`src/rtl/heater_pkg.sv`:
```
// Shared constants and FSM state type for the heater thermostat.
package heater_pkg;

    localparam int ADC_W = 12;
    localparam int SUM_W = 16;

    localparam logic [1:0] ST_IDLE  = 2'd0;
    localparam logic [1:0] ST_HEAT  = 2'd1;
    localparam logic [1:0] ST_COAST = 2'd2;
    localparam logic [1:0] ST_FAULT = 2'd3;

    typedef enum logic [1:0] {
        IDLE  = ST_IDLE,
        HEAT  = ST_HEAT,
        COAST = ST_COAST,
        FAULT = ST_FAULT
    } state_e;

endpackage

```
`src/rtl/heater_thermostat_adc_avg.sv`:
```
// Block averager: accumulates 2^AVG_LOG2 qualified samples, then publishes the
// mean on avg_o and pulses new_avg_o for one cycle.
module adc_avg
    import heater_pkg::*;
#(
    parameter int unsigned AVG_LOG2 = 2
) (
    input  logic             clk,
    input  logic             reset,
    input  logic [ADC_W-1:0] sample_i,
    input  logic             sample_valid_i,
    output logic [ADC_W-1:0] avg_o,
    output logic             new_avg_o
);

    logic [SUM_W-1:0]    sum_q, sum_d, sum_next;
    logic [AVG_LOG2-1:0] cnt_q, cnt_d;
    logic [ADC_W-1:0]    avg_q, avg_d;
    logic                new_q, new_d;

    assign sum_next = sum_q + SUM_W'(sample_i);

    always_comb begin
        sum_d = sum_q;
        cnt_d = cnt_q;
        avg_d = avg_q;
        new_d = 1'b0;
        if (sample_valid_i) begin
            if (&cnt_q) begin
                // Last sample of the block folds straight into the result.
                avg_d = ADC_W'(sum_next >> AVG_LOG2);
                sum_d = '0;
                cnt_d = '0;
                new_d = 1'b1;
            end else begin
                sum_d = sum_next;
                cnt_d = cnt_q + 1'b1;
            end
        end
    end

    always_ff @(posedge clk) begin
        if (reset) begin
            sum_q <= '0;
            cnt_q <= '0;
            avg_q <= '0;
            new_q <= 1'b0;
        end else begin
            sum_q <= sum_d;
            cnt_q <= cnt_d;
            avg_q <= avg_d;
            new_q <= new_d;
        end
    end

    assign avg_o     = avg_q;
    assign new_avg_o = new_q;

endmodule

```
`src/rtl/heater_thermostat.sv`:
```
// Bang-bang heater controller with sensor-range and runaway protection.
// Define HEATER_PWM_LIMIT_EN to cap the HEAT drive with an 8-bit PWM duty limit.
module heater_thermostat
    import heater_pkg::*;
#(
    parameter int unsigned AVG_LOG2       = 2,
    parameter int unsigned HYST           = 10,
    parameter int unsigned SENSOR_HI      = 3250,
    parameter int unsigned SENSOR_LO      = 20,
    parameter int unsigned RUNAWAY_CYCLES = 1000000000,
    parameter int unsigned MIN_DROP       = 5
`ifdef HEATER_PWM_LIMIT_EN
    ,
    parameter int unsigned MAX_DUTY       = 255
`endif
) (
    input  logic             clk,
    input  logic             reset,
    input  logic             enable,
    input  logic [ADC_W-1:0] target_adc,
    input  logic [ADC_W-1:0] adc_value,
    input  logic             adc_valid,
    output logic             heater_on,
    output logic             at_temp,
    output logic             fault,
    output logic [ADC_W-1:0] avg_adc
);

    localparam int CW = ADC_W + 1;
    localparam int TW = $clog2(RUNAWAY_CYCLES + 1);

    logic             new_avg;
    state_e           state_q, state_d;
    logic [TW-1:0]    timer_q, timer_d, elapsed;
    logic [ADC_W-1:0] ref_q, ref_d;
    logic             at_temp_q, at_temp_d;

    logic [CW-1:0] avg_w, tgt_w, ref_w;
    logic          run_on, too_cold, too_warm, sensor_bad, progress;

    adc_avg #(
        .AVG_LOG2(AVG_LOG2)
    ) u_avg (
        .clk           (clk),
        .reset         (reset),
        .sample_i      (adc_value),
        .sample_valid_i(adc_valid),
        .avg_o         (avg_adc),
        .new_avg_o     (new_avg)
    );

    // One spare bit keeps target+HYST and avg+MIN_DROP from wrapping.
    assign avg_w      = {1'b0, avg_adc};
    assign tgt_w      = {1'b0, target_adc};
    assign ref_w      = {1'b0, ref_q};
    assign run_on     = enable && (target_adc != '0);
    assign too_cold   = avg_w > (tgt_w + CW'(HYST));
    assign too_warm   = (avg_w + CW'(HYST)) < tgt_w;
    assign sensor_bad = new_avg && ((avg_w >= CW'(SENSOR_HI)) || (avg_w <= CW'(SENSOR_LO)));
    assign progress   = new_avg && ((avg_w + CW'(MIN_DROP)) <= ref_w);
    assign elapsed    = progress ? '0 : timer_q + TW'(1);

    always_comb begin
        state_d   = state_q;
        timer_d   = '0;
        ref_d     = ref_q;
        at_temp_d = at_temp_q;

        case (state_q)
            IDLE: begin
                if (new_avg && run_on) state_d = too_cold ? HEAT : COAST;
            end
            HEAT: begin
                if (sensor_bad)                              state_d = FAULT;
                else if (elapsed >= TW'(RUNAWAY_CYCLES))     state_d = FAULT;
                else if (!run_on)                            state_d = IDLE;
                else if (new_avg && too_warm)                state_d = COAST;
            end
            COAST: begin
                if (sensor_bad)                              state_d = FAULT;
                else if (!run_on)                            state_d = IDLE;
                else if (new_avg && too_cold)                state_d = HEAT;
            end
            default: state_d = FAULT;
        endcase

        // Runaway reference is the average seen on HEAT entry or last real drop.
        if (state_d == HEAT) begin
            if (state_q != HEAT) begin
                timer_d = '0;
                ref_d   = avg_adc;
            end else begin
                timer_d = elapsed;
                if (progress) ref_d = avg_adc;
            end
        end

        if ((state_d == IDLE) || (state_d == FAULT)) at_temp_d = 1'b0;
        else if (new_avg)                            at_temp_d = !too_cold && !too_warm;
    end

    always_ff @(posedge clk) begin
        if (reset) begin
            state_q   <= IDLE;
            timer_q   <= '0;
            ref_q     <= '0;
            at_temp_q <= 1'b0;
        end else begin
            state_q   <= state_d;
            timer_q   <= timer_d;
            ref_q     <= ref_d;
            at_temp_q <= at_temp_d;
        end
    end

`ifdef HEATER_PWM_LIMIT_EN
    logic [7:0] pwm_cnt_q;

    always_ff @(posedge clk) begin
        if (reset) pwm_cnt_q <= '0;
        else       pwm_cnt_q <= pwm_cnt_q + 8'd1;
    end

    assign heater_on = (state_q == HEAT) && ({1'b0, pwm_cnt_q} < 9'(MAX_DUTY));
`else
    assign heater_on = (state_q == HEAT);
`endif

    assign at_temp = at_temp_q;
    assign fault   = (state_q == FAULT);

endmodule

```
`config.mk`:
```
export PLATFORM = sky130hd
export DESIGN_NAME = heater_thermostat
export DESIGN_NICKNAME = d
export VERILOG_FILES = /design/src/rtl/heater_pkg.sv /design/src/rtl/heater_thermostat_adc_avg.sv /design/src/rtl/heater_thermostat.sv
export SDC_FILE = /design/constraint.sdc
export NUM_CORES = 1
export LEC_CHECK = 0
export CAP_MARGIN = 25
export CORE_UTILIZATION = 30
export CTS_BUF_LIST = sky130_fd_sc_hd__clkbuf_4
export DETAILED_ROUTE_END_ITERATION = 8
export PLACE_DENSITY = 0.49
export SETUP_SLACK_MARGIN = 0.3
export SLEW_MARGIN = 20
export SYNTH_ARGS = -nofsm -noshare
export SYNTH_HDL_FRONTEND = slang
export SYNTH_SLANG_ARGS = --single-unit
```
`constraint.sdc`:
```
create_clock -name clk -period 4.9 [get_ports clk]
set_clock_uncertainty 0.2 [all_clocks]
set_input_delay 0.49 -clock clk [delete_from_list [all_inputs] [get_ports clk]]
set_output_delay 0.49 -clock clk [all_outputs]
set_load 0.005 [all_outputs]
```
==> results.md <==
STA:
- Setup repair after global routing left no endpoint under its margin.
- Setup violations remaining at the end of the flow were counted as 0.
- After routing, the total negative slack on setup checks comes to 0 ps.
- The worst setup slack after layout is 700 ps.
- On the final layout, the worst hold slack is 270 ps.
- The post-route minimum period is 4200 ps.
- The worst-margin pin slew is 806 ps.
- The final count of hold timing violations is 0.
- Timing would allow up to 238 MHz.
- The normalized max-slew margin is 46.1%.
- The total count of max-transition violations in the final report is 0.
- The period utilization is 85.7%.

Power and ir drop:
- The leakage power of the design is 2.50 nW.
- The maximum vdd ir drop is 0.000158 V.
- The power per cell area is 204 nW/um2.

Drt:
- The vias per cell is 5.07.
- Summed over all layers, the routed wires come to 13.8 mm.
- After detailed routing, the average wire length per cell comes to 14.3 um.
- For this block, the initial DRC count from the detailed router was 208.
- The vias after detailed routing is 4877.
- The remaining antenna violation count is 0.
- Before antenna repair, the detailed router went through 4 iterations.
- The DRC violations left is 0.

Synthesis:
- Counting every instance in the synthesized netlist gives 700.
- The combined area of all synthesized cells is 5520 um2.
- Counting every net in the synthesized netlist gives 785.
- Of the synthesized area, sequential elements account for 26.8%.
- The count of state elements after synthesis is 74.
- In the synthesized netlist the async set-or-reset flop fraction comes to 0%.
- Counting flops with a built-in enable in the synthesized netlist gives 0.
- During synthesis, Yosys emitted a total of 0 warnings.
- The prevailing post-synth register cell is sky130_fd_sc_hd__dfxtp_1.
- In this run, distinct cell masters in the synthesized netlist total 60.
- Each instance of the synthesized netlist takes up on average 7.88 um2.

Clocking:
- Clock-pin slew was measured on the worst setup and hold paths at 120 ps.
- Buffers inserted during clock tree synthesis total 9.
- The source-to-sink clock delay at the later pin of the worst-skew pair is 450 ps.
- The H-tree was split into 3 levels.
- The quantity of hold-fixing buffers added after cts is 0.
- The clock sink count is 74.
- In this run, post-CTS repair resized a total of 0 instances.
- The setup fix buffers added after clock tree synthesis is 0.
- The clock tree from TritonCTS is yes.
- The buffer type at the clock tree root is sky130_fd_sc_hd__clkbuf_4.
- The number of buffers on the longest clock path is 2.

Critical path:
- By startpoint and endpoint, the worst setup path is classified as in -> reg.
- Traced cell by cell, the critical path runs through clkdlybuf4s50_1, ha_1, o2111ai_1, xnor2_1, ha_1, nand4_1, o31ai_1, a211o_1, or4b_2, nand2_1, nor3_1, a21o_1, ha_1, nand2_1, buf_4, mux2i_1, nor2_1.
- The standard cell with the maximum stage delay on the critical path is sky130_fd_sc_hd__clkdlybuf4s50_1.
- The most numerous cell type found on the critical path is sky130_fd_sc_hd__ha_1.
- The startpoint of the worst-slack reg-to-reg timing path is u_avg.avg_o[5].
- The number of cells traversed by the worst register-to-register path is 17.
- The startpoint kind of the worst setup timing path is an input pin.
- The critical path arrival is 4310 ps.
- The data required time at the worst endpoint is 5010 ps.
- The largest fanout on the critical path is 12.
- The setup check on the worst reg-to-reg path leaves a slack of 770 ps.
- The worst setup path is captured at a flip-flop.
- The peak per-stage delay on the critical path is 590 ps.
- The end of the worst register-to-register path is ref_q[11].

Worst hold path:
- The worst hold path depth is 1.
- In this run the worst hold path is classified as reg -> reg.
- The path with the worst hold slack has its endpoint at timer_q[0].
- The startpoint of the most critical hold path is timer_q[0].

Final layout:
- The final net count is 812.
- The area overhead of the layout relative to synthesis is 14.6%.
- The post-route netlist has 5.19% of its cells at a drive strength greater than 1.

Global routing:
- Entering global routing, the biggest net connects 46 pins.
- Summed over all layers, the global routing overflow is 0.
- The initial antenna violation count was 1.
- Global routing used 15.8% of the available tracks.
- The number of global-route vias before repair came to 4877.
- The first global-routing pass estimated 23.6 mm of wire.

Floorplanning:
- The starting density of the core is 30.6%.
- In this run the horizontal extent of the chip is 138 um.
- The floorplan has 49 rows.
- The I/O pin total is 43.
- The floorplan step defined a core boundary enclosing 18000 um2.
- The floorplan step set the die height to 138 um.
- The die covers 18900 um2.

Job:
- Across the run, the number of max-cap violations was 0.

Run status:
- The flow ran to the end, and the final reports show no timing, DRC or antenna violations.

Placement:
- The pre-CTS setup slack is 286 ps.
- Input and output buffers added on the ports amount to 42.
- Summed over all nets, the half-perimeter wirelength after detailed placement is 10.4 mm.
- The last weighted congestion value of the routability-driven placer is 0.860.
-- worst max-delay path by stage --
stage              startpoint         to  slack, ps  cells past startpoint
5_1_grt         target_adc[6]   ref_q[9]        400                     19
3_3_place_gp    target_adc[6]  ref_q[10]        350                     19
6_report        target_adc[1]  ref_q[11]        700                     17
2_1_floorplan  u_avg.avg_o[2]   ref_q[6]        820                     22
3_5_place_dp    target_adc[6]   ref_q[0]        290                     19
4_1_cts         target_adc[6]  ref_q[11]        760                     19
-- sequential cells by signal, summed over array words and instances (netlist names) --
| name | count |
|---|---|
| u_avg.sum_q | 14 |
| state_q | 2 |
| u_avg.new_avg_o | 1 |
| at_temp | 1 |
| u_avg.avg_o | 12 |
| ref_q | 12 |
| timer_q | 30 |
| u_avg.cnt_q | 2 |
-- routing by layer --
layer	GRT usage (%)	vias to the layer above	wire length, um	share of wire [%]
met5	0	-	0	0
met4	6.72	0	264	1.9
met3	2.91	19	465	3.4
met2	26.1	66	6350	46
met1	20.0	2280	6690	49
li1	-	2512	-	-
-- cells by family (layout without fill, tap and decap cells) --
group | after synthesis | in the layout | share of synthesized area [%]
xor+xnor | 68 | 68 | 10.8
compound gates | 120 | 120 | 13.9
fa+ha+maj | 57 | 57 | 13.1
mux | 19 | 19 | 3.45
other cells | 0 | 1 | 0
buf+inv | 81 | 113 | 5.85
flops | 74 | 74 | 26.8
simple gates | 281 | 281 | 26.1
-- critical path, delay by kind of cell --
family	cells	cell delay [ps]
simple gates	6	1020
buf+inv	2	830
compound gates	4	800
fa+ha+maj	3	770
mux	1	230
xor+xnor	1	160
-- cell usage in the layout (no fill, tap or decap), types with 6 or more instances in the layout --
cell	netlist	routed
sky130_fd_sc_hd__nor2_1	95	95
sky130_fd_sc_hd__dfxtp_1	74	74
sky130_fd_sc_hd__ha_1	56	56
sky130_fd_sc_hd__nand2_1	51	51
sky130_fd_sc_hd__inv_1	42	42
sky130_fd_sc_hd__clkdlybuf4s50_1	0	42
sky130_fd_sc_hd__xnor2_1	38	38
sky130_fd_sc_hd__a21oi_1	38	38
sky130_fd_sc_hd__xor2_1	30	30
sky130_fd_sc_hd__o21ai_0	26	26
sky130_fd_sc_hd__nand3_1	21	21
sky130_fd_sc_hd__nand4_1	19	19
sky130_fd_sc_hd__mux2i_1	19	19
sky130_fd_sc_hd__nor2b_1	17	17
sky130_fd_sc_hd__nor3_1	14	14
sky130_fd_sc_hd__buf_4	2	12
sky130_fd_sc_hd__o211ai_1	10	10
sky130_fd_sc_hd__and3_1	9	9
sky130_fd_sc_hd__clkbuf_4	0	9
sky130_fd_sc_hd__nor4_1	8	8
sky130_fd_sc_hd__nand2b_1	8	8
sky130_fd_sc_hd__and2_1	7	7
sky130_fd_sc_hd__and4_1	6	6
sky130_fd_sc_hd__a211oi_1	6	6
-- cell usage after synthesis, types with 6 or more instances --
cell | n | share of area, %
sky130_fd_sc_hd__nor2_1 | 95 | 6.5
sky130_fd_sc_hd__dfxtp_1 | 74 | 27
sky130_fd_sc_hd__ha_1 | 56 | 13
sky130_fd_sc_hd__nand2_1 | 51 | 3.5
sky130_fd_sc_hd__inv_1 | 42 | 2.9
sky130_fd_sc_hd__a21oi_1 | 38 | 3.4
sky130_fd_sc_hd__xnor2_1 | 38 | 6.0
sky130_fd_sc_hd__xor2_1 | 30 | 4.8
sky130_fd_sc_hd__o21ai_0 | 26 | 2.4
sky130_fd_sc_hd__clkbuf_1 | 24 | 1.6
sky130_fd_sc_hd__nand3_1 | 21 | 1.9
sky130_fd_sc_hd__mux2i_1 | 19 | 3.4
sky130_fd_sc_hd__nand4_1 | 19 | 2.2
sky130_fd_sc_hd__nor2b_1 | 17 | 1.9
sky130_fd_sc_hd__nor3_1 | 14 | 1.3
sky130_fd_sc_hd__o211ai_1 | 10 | 1.4
sky130_fd_sc_hd__and3_1 | 9 | 1.0
sky130_fd_sc_hd__buf_2 | 9 | 0.82
sky130_fd_sc_hd__nand2b_1 | 8 | 0.91
sky130_fd_sc_hd__nor4_1 | 8 | 0.91
sky130_fd_sc_hd__and2_1 | 7 | 0.79
sky130_fd_sc_hd__a211oi_1 | 6 | 0.82
sky130_fd_sc_hd__and4_1 | 6 | 0.95
-- cell type report --
cell class	count	area, um2
fill	1917	11700
multi-input combinational	545	3710
antenna	1	2.50
clock inverter	7	83.8
inverter	42	158
timing repair buffer	55	531
tap	229	287
sequential	74	1480
clock buffer	9	67.6
-- where the power goes --
group          leakage, nW  internal, mW  total (mW)  switching [mW]
clock network       0.0784         0.201       0.427           0.226
registers            0.599         0.619       0.632          0.0137
logic                 1.82         0.110       0.233           0.124
-- stage by stage --
stage | power [mW] | std cells | instance area [um2] | util, %
final | 1.29 | 962 | 6320 | 35.1
after global routing | 1.37 | 962 | 6320 | 35.1
after CTS | 1.31 | 961 | 6320 | 35.1
after detailed placement | 0.880 | 945 | 6170 | 34.2
after global placement | 0.876 | 945 | 6170 | 34.2
after floorplan | 0.807 | 700 | 5520 | -
Note: power is estimated with default switching activity, not from simulation.
==> variant 1: new RTL, config.mk and constraints unchanged <==
Change the package constant `SUM_W` from 16 to 18.
--- a/src/rtl/heater_pkg.sv
+++ b/src/rtl/heater_pkg.sv
@@ -4,3 +4,3 @@
     localparam int ADC_W = 12;
-    localparam int SUM_W = 16;
+    localparam int SUM_W = 18;
 
Check against the original RTL: same outputs for any inputs over 4 cycles, from zero or initial values and one cycle with reset high; that may be too few to reach the edited logic, so the function may still have changed.
==> variant 1 against the original RTL <==
  * Design area fell by 1.6%
  * Synthesized area fell by 3.1%
  * Core utilization rose by 0.76 points
  * Clock power fell by 20%
  * Sequential cell count did not move
  * Worst hold slack got worse by 0.0082 ns
  * Power fell by 6.0%
  * Setup slack got worse by 0.12 ns
  * Sequential power barely moved
  * Register-to-register slack got worse by 0.12 ns
  * Cell count fell by 0.62%
  * Wire length rose by 1.5%
  * Synthesized cell count fell by 2.9%
  * Largest cell class unchanged
  * Highest routed layer unchanged
==> variant 1: results (changes against the original RTL) <==
{
  "power_and_ir_drop": {
    "leakage": {"value": 2.48, "unit": "nW", "change": "was 2.50 nW"},
    "vdd_ir_drop_max": {"value": 0.000116, "unit": "V", "change": "was 0.000158 V"}
  },
  "finish": {
    "n_fill_cell": {"value": 1822, "change": "was 1917"},
    "nets": {"value": 810, "change": "was 812"},
    "post_route_cells_drive_above_1_share": {"value": 6.71, "unit": "%", "change": "was 5.19%"}
  },
  "logic_synthesis": {
    "yosys-top-cells-count": {"value": "sky130_fd_sc_hd__nor2_1, sky130_fd_sc_hd__dfxtp_1, sky130_fd_sc_hd__ha_1, sky130_fd_sc_hd__nand2_1, sky130_fd_sc_hd__xnor2_1", "change": "was sky130_fd_sc_hd__nor2_1, sky130_fd_sc_hd__dfxtp_1, sky130_fd_sc_hd__ha_1, sky130_fd_sc_hd__nand2_1, sky130_fd_sc_hd__inv_1"},
    "synth_cell_types": {"value": 62, "change": "was 60"},
    "synth_fp_nets": {"value": 765, "change": "was 785"},
    "synth_top_cells_by_area": {"value": "sky130_fd_sc_hd__dfxtp_1, sky130_fd_sc_hd__ha_1, sky130_fd_sc_hd__xnor2_1", "change": "was sky130_fd_sc_hd__dfxtp_1, sky130_fd_sc_hd__ha_1, sky130_fd_sc_hd__nor2_1"},
    "synth.yosys.seq_area_share": {"value": 27.7, "unit": "%", "change": "was 26.8%"}
  },
  "critical_path": {
    "cp.arrival": {"value": 4.44, "unit": "ns", "change": "was 4.31 ns"},
    "reg2reg_depth": {"value": 13, "change": "was 17"},
    "r2r-start": {"value": "timer_q[0]$_SDFF_PP0_", "change": "was u_avg.avg_o[5]$_SDFFE_PP0P_"},
    "critical-path-top-delay-family": {"value": "compound AO/OA/AOI/OAI gates", "change": "was simple AND/OR/NAND/NOR gates"},
    "r2r_slack": {"value": 0.65, "unit": "ns", "change": "was 0.77 ns"},
    "crit_fanout": {"value": 6, "change": "was 12"}
  },
  "sta": {
    "fin_worst_hold_slack": {"value": 0.261, "unit": "ns", "change": "was 0.270 ns"},
    "timing.slew.headroom": {"value": 45.6, "unit": "%", "change": "was 46.1%"}
  },
  "drt": {
    "vias": {"value": 4812, "change": "was 4877"},
    "routedWlPerCell": {"value": 14.6, "unit": "um", "change": "was 14.3 um"}
  },
  "status": {
    "outcome": {"value": "completed", "change": "unchanged"}
  },
  "placement": {
    "place.port_buffers": {"value": 42, "change": "unchanged"},
    "dp.final_hpwl": {"value": 10.3, "unit": "mm", "change": "was 10.4 mm"}
  },
  "clock_network": {
    "h-tree-depth": {"value": 3, "change": "unchanged"},
    "cts.clk_slew.worst_paths": {"value": 0.10, "unit": "ns", "change": "was 0.12 ns"}
  },
  "grt": {
    "vias_in_the_first_global_route": {"value": 4694, "change": "was 4877"},
    "grtUsageTotal": {"value": 16.1, "unit": "%", "change": "was 15.8%"},
    "wire_length_of_the_first_global_routing_pass": {"value": 23.4, "unit": "mm", "change": "was 23.6 mm"}
  }
}
==> variant 1: changes by cell type after synthesis, moves of 5 or more <==
cell                       unedited run  this run
sky130_fd_sc_hd__o21ai_0             26        13
sky130_fd_sc_hd__xor2_1              30        21
sky130_fd_sc_hd__o211ai_1            10         2
sky130_fd_sc_hd__xnor2_1             38        45
sky130_fd_sc_hd__buf_2                9         4
sky130_fd_sc_hd__nor4_1               8        13
sky130_fd_sc_hd__o21a_1               2         7
==> variant 1: cells by family after synthesis <==
kind of cell,share of synthesized area [%]
AOI/OAI and AO/OA,14.2
buffers and inverters,5.29
DFF,27.7
xor gates and xnor gates,10.8
adders and majority gates,13.5
muxes,3.18
and+or+nand+nor,25.3
==> variant 1: per-stage QoR <==
stage | instances | util [%] | setup WS, ns | area, um^2
after global placement | 936 | 34.9 | 0.305 | 6070
after floorplan | 680 | - | 0.682 | 5350
after global routing | 956 | 35.8 | 0.325 | 6220
after detailed placement | 936 | 34.9 | 0.126 | 6070
final | 956 | 35.8 | 0.583 | 6220
after CTS | 952 | 35.6 | 0.416 | 6170
==> variant 1: layer usage <==
metal	global-route usage [%]	part of all wire [%]
met5	0	0
met4	5.12	1.3
met3	3.07	3.4
met2	27.3	46
met1	20.5	49
==> variant 1: layout make-up <==
cell class	count	area, um^2	share of cell area (%)
Inverter	42	158	2.53
Timing Repair Buffer	63	578	9.29
Tap cell	225	282	4.52
Clock inverter	4	18.8	0.302
Multi-Input combinational cell	535	3610	58.0
Clock buffer	12	90.1	1.45
Sequential cell	74	1480	23.8
Antenna cell	1	2.50	0.0402
==> variant 1: power breakdown <==
group	switching (mW)	internal, mW
clock network	0.226	0.117
registers	0.0120	0.618
logic	0.128	0.113
==> variant 2: new RTL, config.mk and constraints unchanged <==
Without the edit above. `sum_q` no longer has a reset.
--- a/src/rtl/heater_thermostat_adc_avg.sv
+++ b/src/rtl/heater_thermostat_adc_avg.sv
@@ -43,3 +43,2 @@
         if (reset) begin
-            sum_q <= '0;
             cnt_q <= '0;
@@ -48,3 +47,2 @@
         end else begin
-            sum_q <= sum_d;
             cnt_q <= cnt_d;
@@ -53,2 +51,6 @@
         end
+    end
+
+    always_ff @(posedge clk) begin
+        sum_q <= sum_d;
     end
Check against the original RTL: not equivalent (a bounded check fails within 10 cycles, from zero or initial values and one cycle with reset high).
==> variant 2 against the original RTL <==
  * Via count is 1.3% lower
  * Wire length up 4.5%
  * Die area down 0.78%
  * Global-route usage grew 0.43 points
  * Synthesized area shrank 0.79%
  * Sequential cell count stayed put
  * Count of clock-buffer cells in the layout up 1
  * Worst hold slack improved by 0.013 ns
  * Setup slack got worse by 0.14 ns
  * Design area rose by 0.38%
Power is not compared: it rests on default switching activity, and its combinational part moved more than twofold at a synthesized area within 25%.
==> variant 2: results (changes against the original RTL) <==
{
  "logic_synthesis": {
    "synth_cell_types": {"value": 56, "change": "was 60"},
    "synth_top_cells_by_area": {"value": "sky130_fd_sc_hd__dfxtp_1, sky130_fd_sc_hd__ha_1, sky130_fd_sc_hd__nor2_1", "change": "unchanged"},
    "synth_edf_count": {"value": 14, "change": "was 0"},
    "synth_fp_nets": {"value": 755, "change": "was 785"},
    "synth.yosys.seq_area_share": {"value": 29.6, "unit": "%", "change": "was 26.8%"},
    "yosys-top-cells-count": {"value": "sky130_fd_sc_hd__nor2_1, sky130_fd_sc_hd__dfxtp_1, sky130_fd_sc_hd__ha_1, sky130_fd_sc_hd__xnor2_1, sky130_fd_sc_hd__inv_1", "change": "was sky130_fd_sc_hd__nor2_1, sky130_fd_sc_hd__dfxtp_1, sky130_fd_sc_hd__ha_1, sky130_fd_sc_hd__nand2_1, sky130_fd_sc_hd__inv_1"}
  },
  "status": {
    "outcome": {"value": "completed", "change": "unchanged"}
  },
  "placement": {
    "dp_slack": {"value": 0.249, "unit": "ns", "change": "was 0.286 ns"},
    "placed_cell_area": {"value": 6190, "unit": "um^2", "change": "was 6170 um^2"},
    "dp.final_hpwl": {"value": 11.0, "unit": "mm", "change": "was 10.4 mm"},
    "routabilityCongestion": {"value": 0.877, "change": "was 0.860"}
  },
  "critical_path": {
    "critical_path.startpoint_type": {"value": "flip-flop", "change": "was primary input"},
    "cp.arrival": {"value": 4.46, "unit": "ns", "change": "was 4.31 ns"},
    "cpPeakStageDelay": {"value": 0.41, "unit": "ns", "change": "was 0.59 ns"},
    "timing.critical_path.slowest_stage_cell": {"value": "sky130_fd_sc_hd__dfxtp_4", "change": "was sky130_fd_sc_hd__clkdlybuf4s50_1"},
    "crit_fanout": {"value": 7, "change": "was 12"},
    "reg2reg_depth": {"value": 22, "change": "was 17"}
  },
  "hold_path": {
    "holdCritStartpoint": {"value": "timer_q[0]$_SDFF_PP0_", "change": "unchanged"}
  },
  "drt": {
    "vias": {"value": 4816, "change": "was 4877"},
    "drt_wl_total": {"value": 14.4, "unit": "mm", "change": "was 13.8 mm"},
    "dr.pass1.iters": {"value": 5, "change": "was 4"}
  },
  "sta": {
    "setup_ws": {"value": 0.560, "unit": "ns", "change": "was 0.700 ns"},
    "timing.slew.headroom": {"value": 48.1, "unit": "%", "change": "was 46.1%"}
  },
  "grt": {
    "wire_length_of_the_first_global_routing_pass": {"value": 23.9, "unit": "mm", "change": "was 23.6 mm"},
    "vias_in_the_first_global_route": {"value": 4863, "change": "was 4877"},
    "pin_count_of_the_biggest_net_entering_global_routing": {"value": 31, "change": "was 46"}
  },
  "finish": {
    "number_of_diodes_added_for_antenna_fixing": {"value": 0, "change": "was 1"},
    "nets": {"value": 795, "change": "was 812"},
    "post_route_cells_drive_above_1_share": {"value": 6.29, "unit": "%", "change": "was 5.19%"}
  },
  "clock_network": {
    "cts_max_path_buffers": {"value": 2, "change": "unchanged"}
  }
}
[variant 2: critical path: cells and delay by family (launching register included)]
kind,cells,cell delay [ns]
simple gates,7,0.69
xor+xnor,1,0.14
mux,1,0.19
compound gates,8,1.58
flops,1,0.41
fa+ha+maj,3,0.73
buf+inv,2,0.28
[variant 2: power groups by stage]
stage / clock network [mW] / logic (mW) / registers [mW]
3_3_place_gp: 0 / 0.490 / 0.748
2_1_floorplan: 0 / 0.378 / 0.741
4_1_cts: 0.408 / 0.504 / 0.738
5_1_grt: 0.433 / 0.575 / 0.743
6_report: 0.387 / 0.504 / 0.736
3_5_place_dp: 0 / 0.502 / 0.750
[variant 2: layout make-up]
class	instances	area, um^2
Clock buffer	10	75.1
Clock inverter	6	57.6
Fill cell	1880	11600
Inverter	38	143
Multi-Input combinational cell	526	3590
Sequential cell	74	1630
Tap cell	229	287
Timing Repair Buffer	61	567
[variant 2: worst min path at each step]
stage	to	slack [ns]	depth (start not counted)
2_1_floorplan	timer_q[0]$_SDFF_PP0_	0.23	1
3_3_place_gp	timer_q[0]$_SDFF_PP0_	0.24	1
3_5_place_dp	timer_q[0]$_SDFF_PP0_	0.26	1
4_1_cts	timer_q[0]$_SDFF_PP0_	0.28	1
5_1_grt	timer_q[0]$_SDFF_PP0_	0.31	1
6_report	timer_q[0]$_SDFF_PP0_	0.28	1
[variant 2: kinds of logic (layout without fill, tap and decap cells)]
group,Yosys count,count (layout),synth area share (%)
AND/OR/NAND/NOR,265,265,24.2
flip-flops,74,74,29.6
XOR/XNOR,72,72,11.5
AO/OA/AOI/OAI,117,117,13.8
multiplexers,15,15,2.74
adder cells (fa/ha/maj),57,57,13.2
buffers and inverters,70,115,5.00
[variant 2: metrics by stage]
step	util (%)	instances
5_1_grt	35.5	944
4_1_cts	35.3	943
3_5_place_dp	34.6	927
2_1_floorplan	-	670
6_report	35.5	944
3_3_place_gp	34.6	927
[variant 2: metal layers]
| layer | global-route usage [%] | wire [um] | share of wire, % | up-vias |
|---|---|---|---|---|
| met5 | 0 | 0 | 0 | - |
| met4 | 4.95 | 209 | 1.5 | 0 |
| li1 | - | - | - | 2435 |
| met3 | 3.26 | 661 | 4.6 | 16 |
| met2 | 27.6 | 6850 | 48 | 95 |
| met1 | 20.5 | 6670 | 46 | 2270 |
[variant 2: timing repair]
item,CTS,global route
endpoints found under the setup margin,12,42
resized for setup,2,9
gates cloned,0,1
pin swaps,0,2
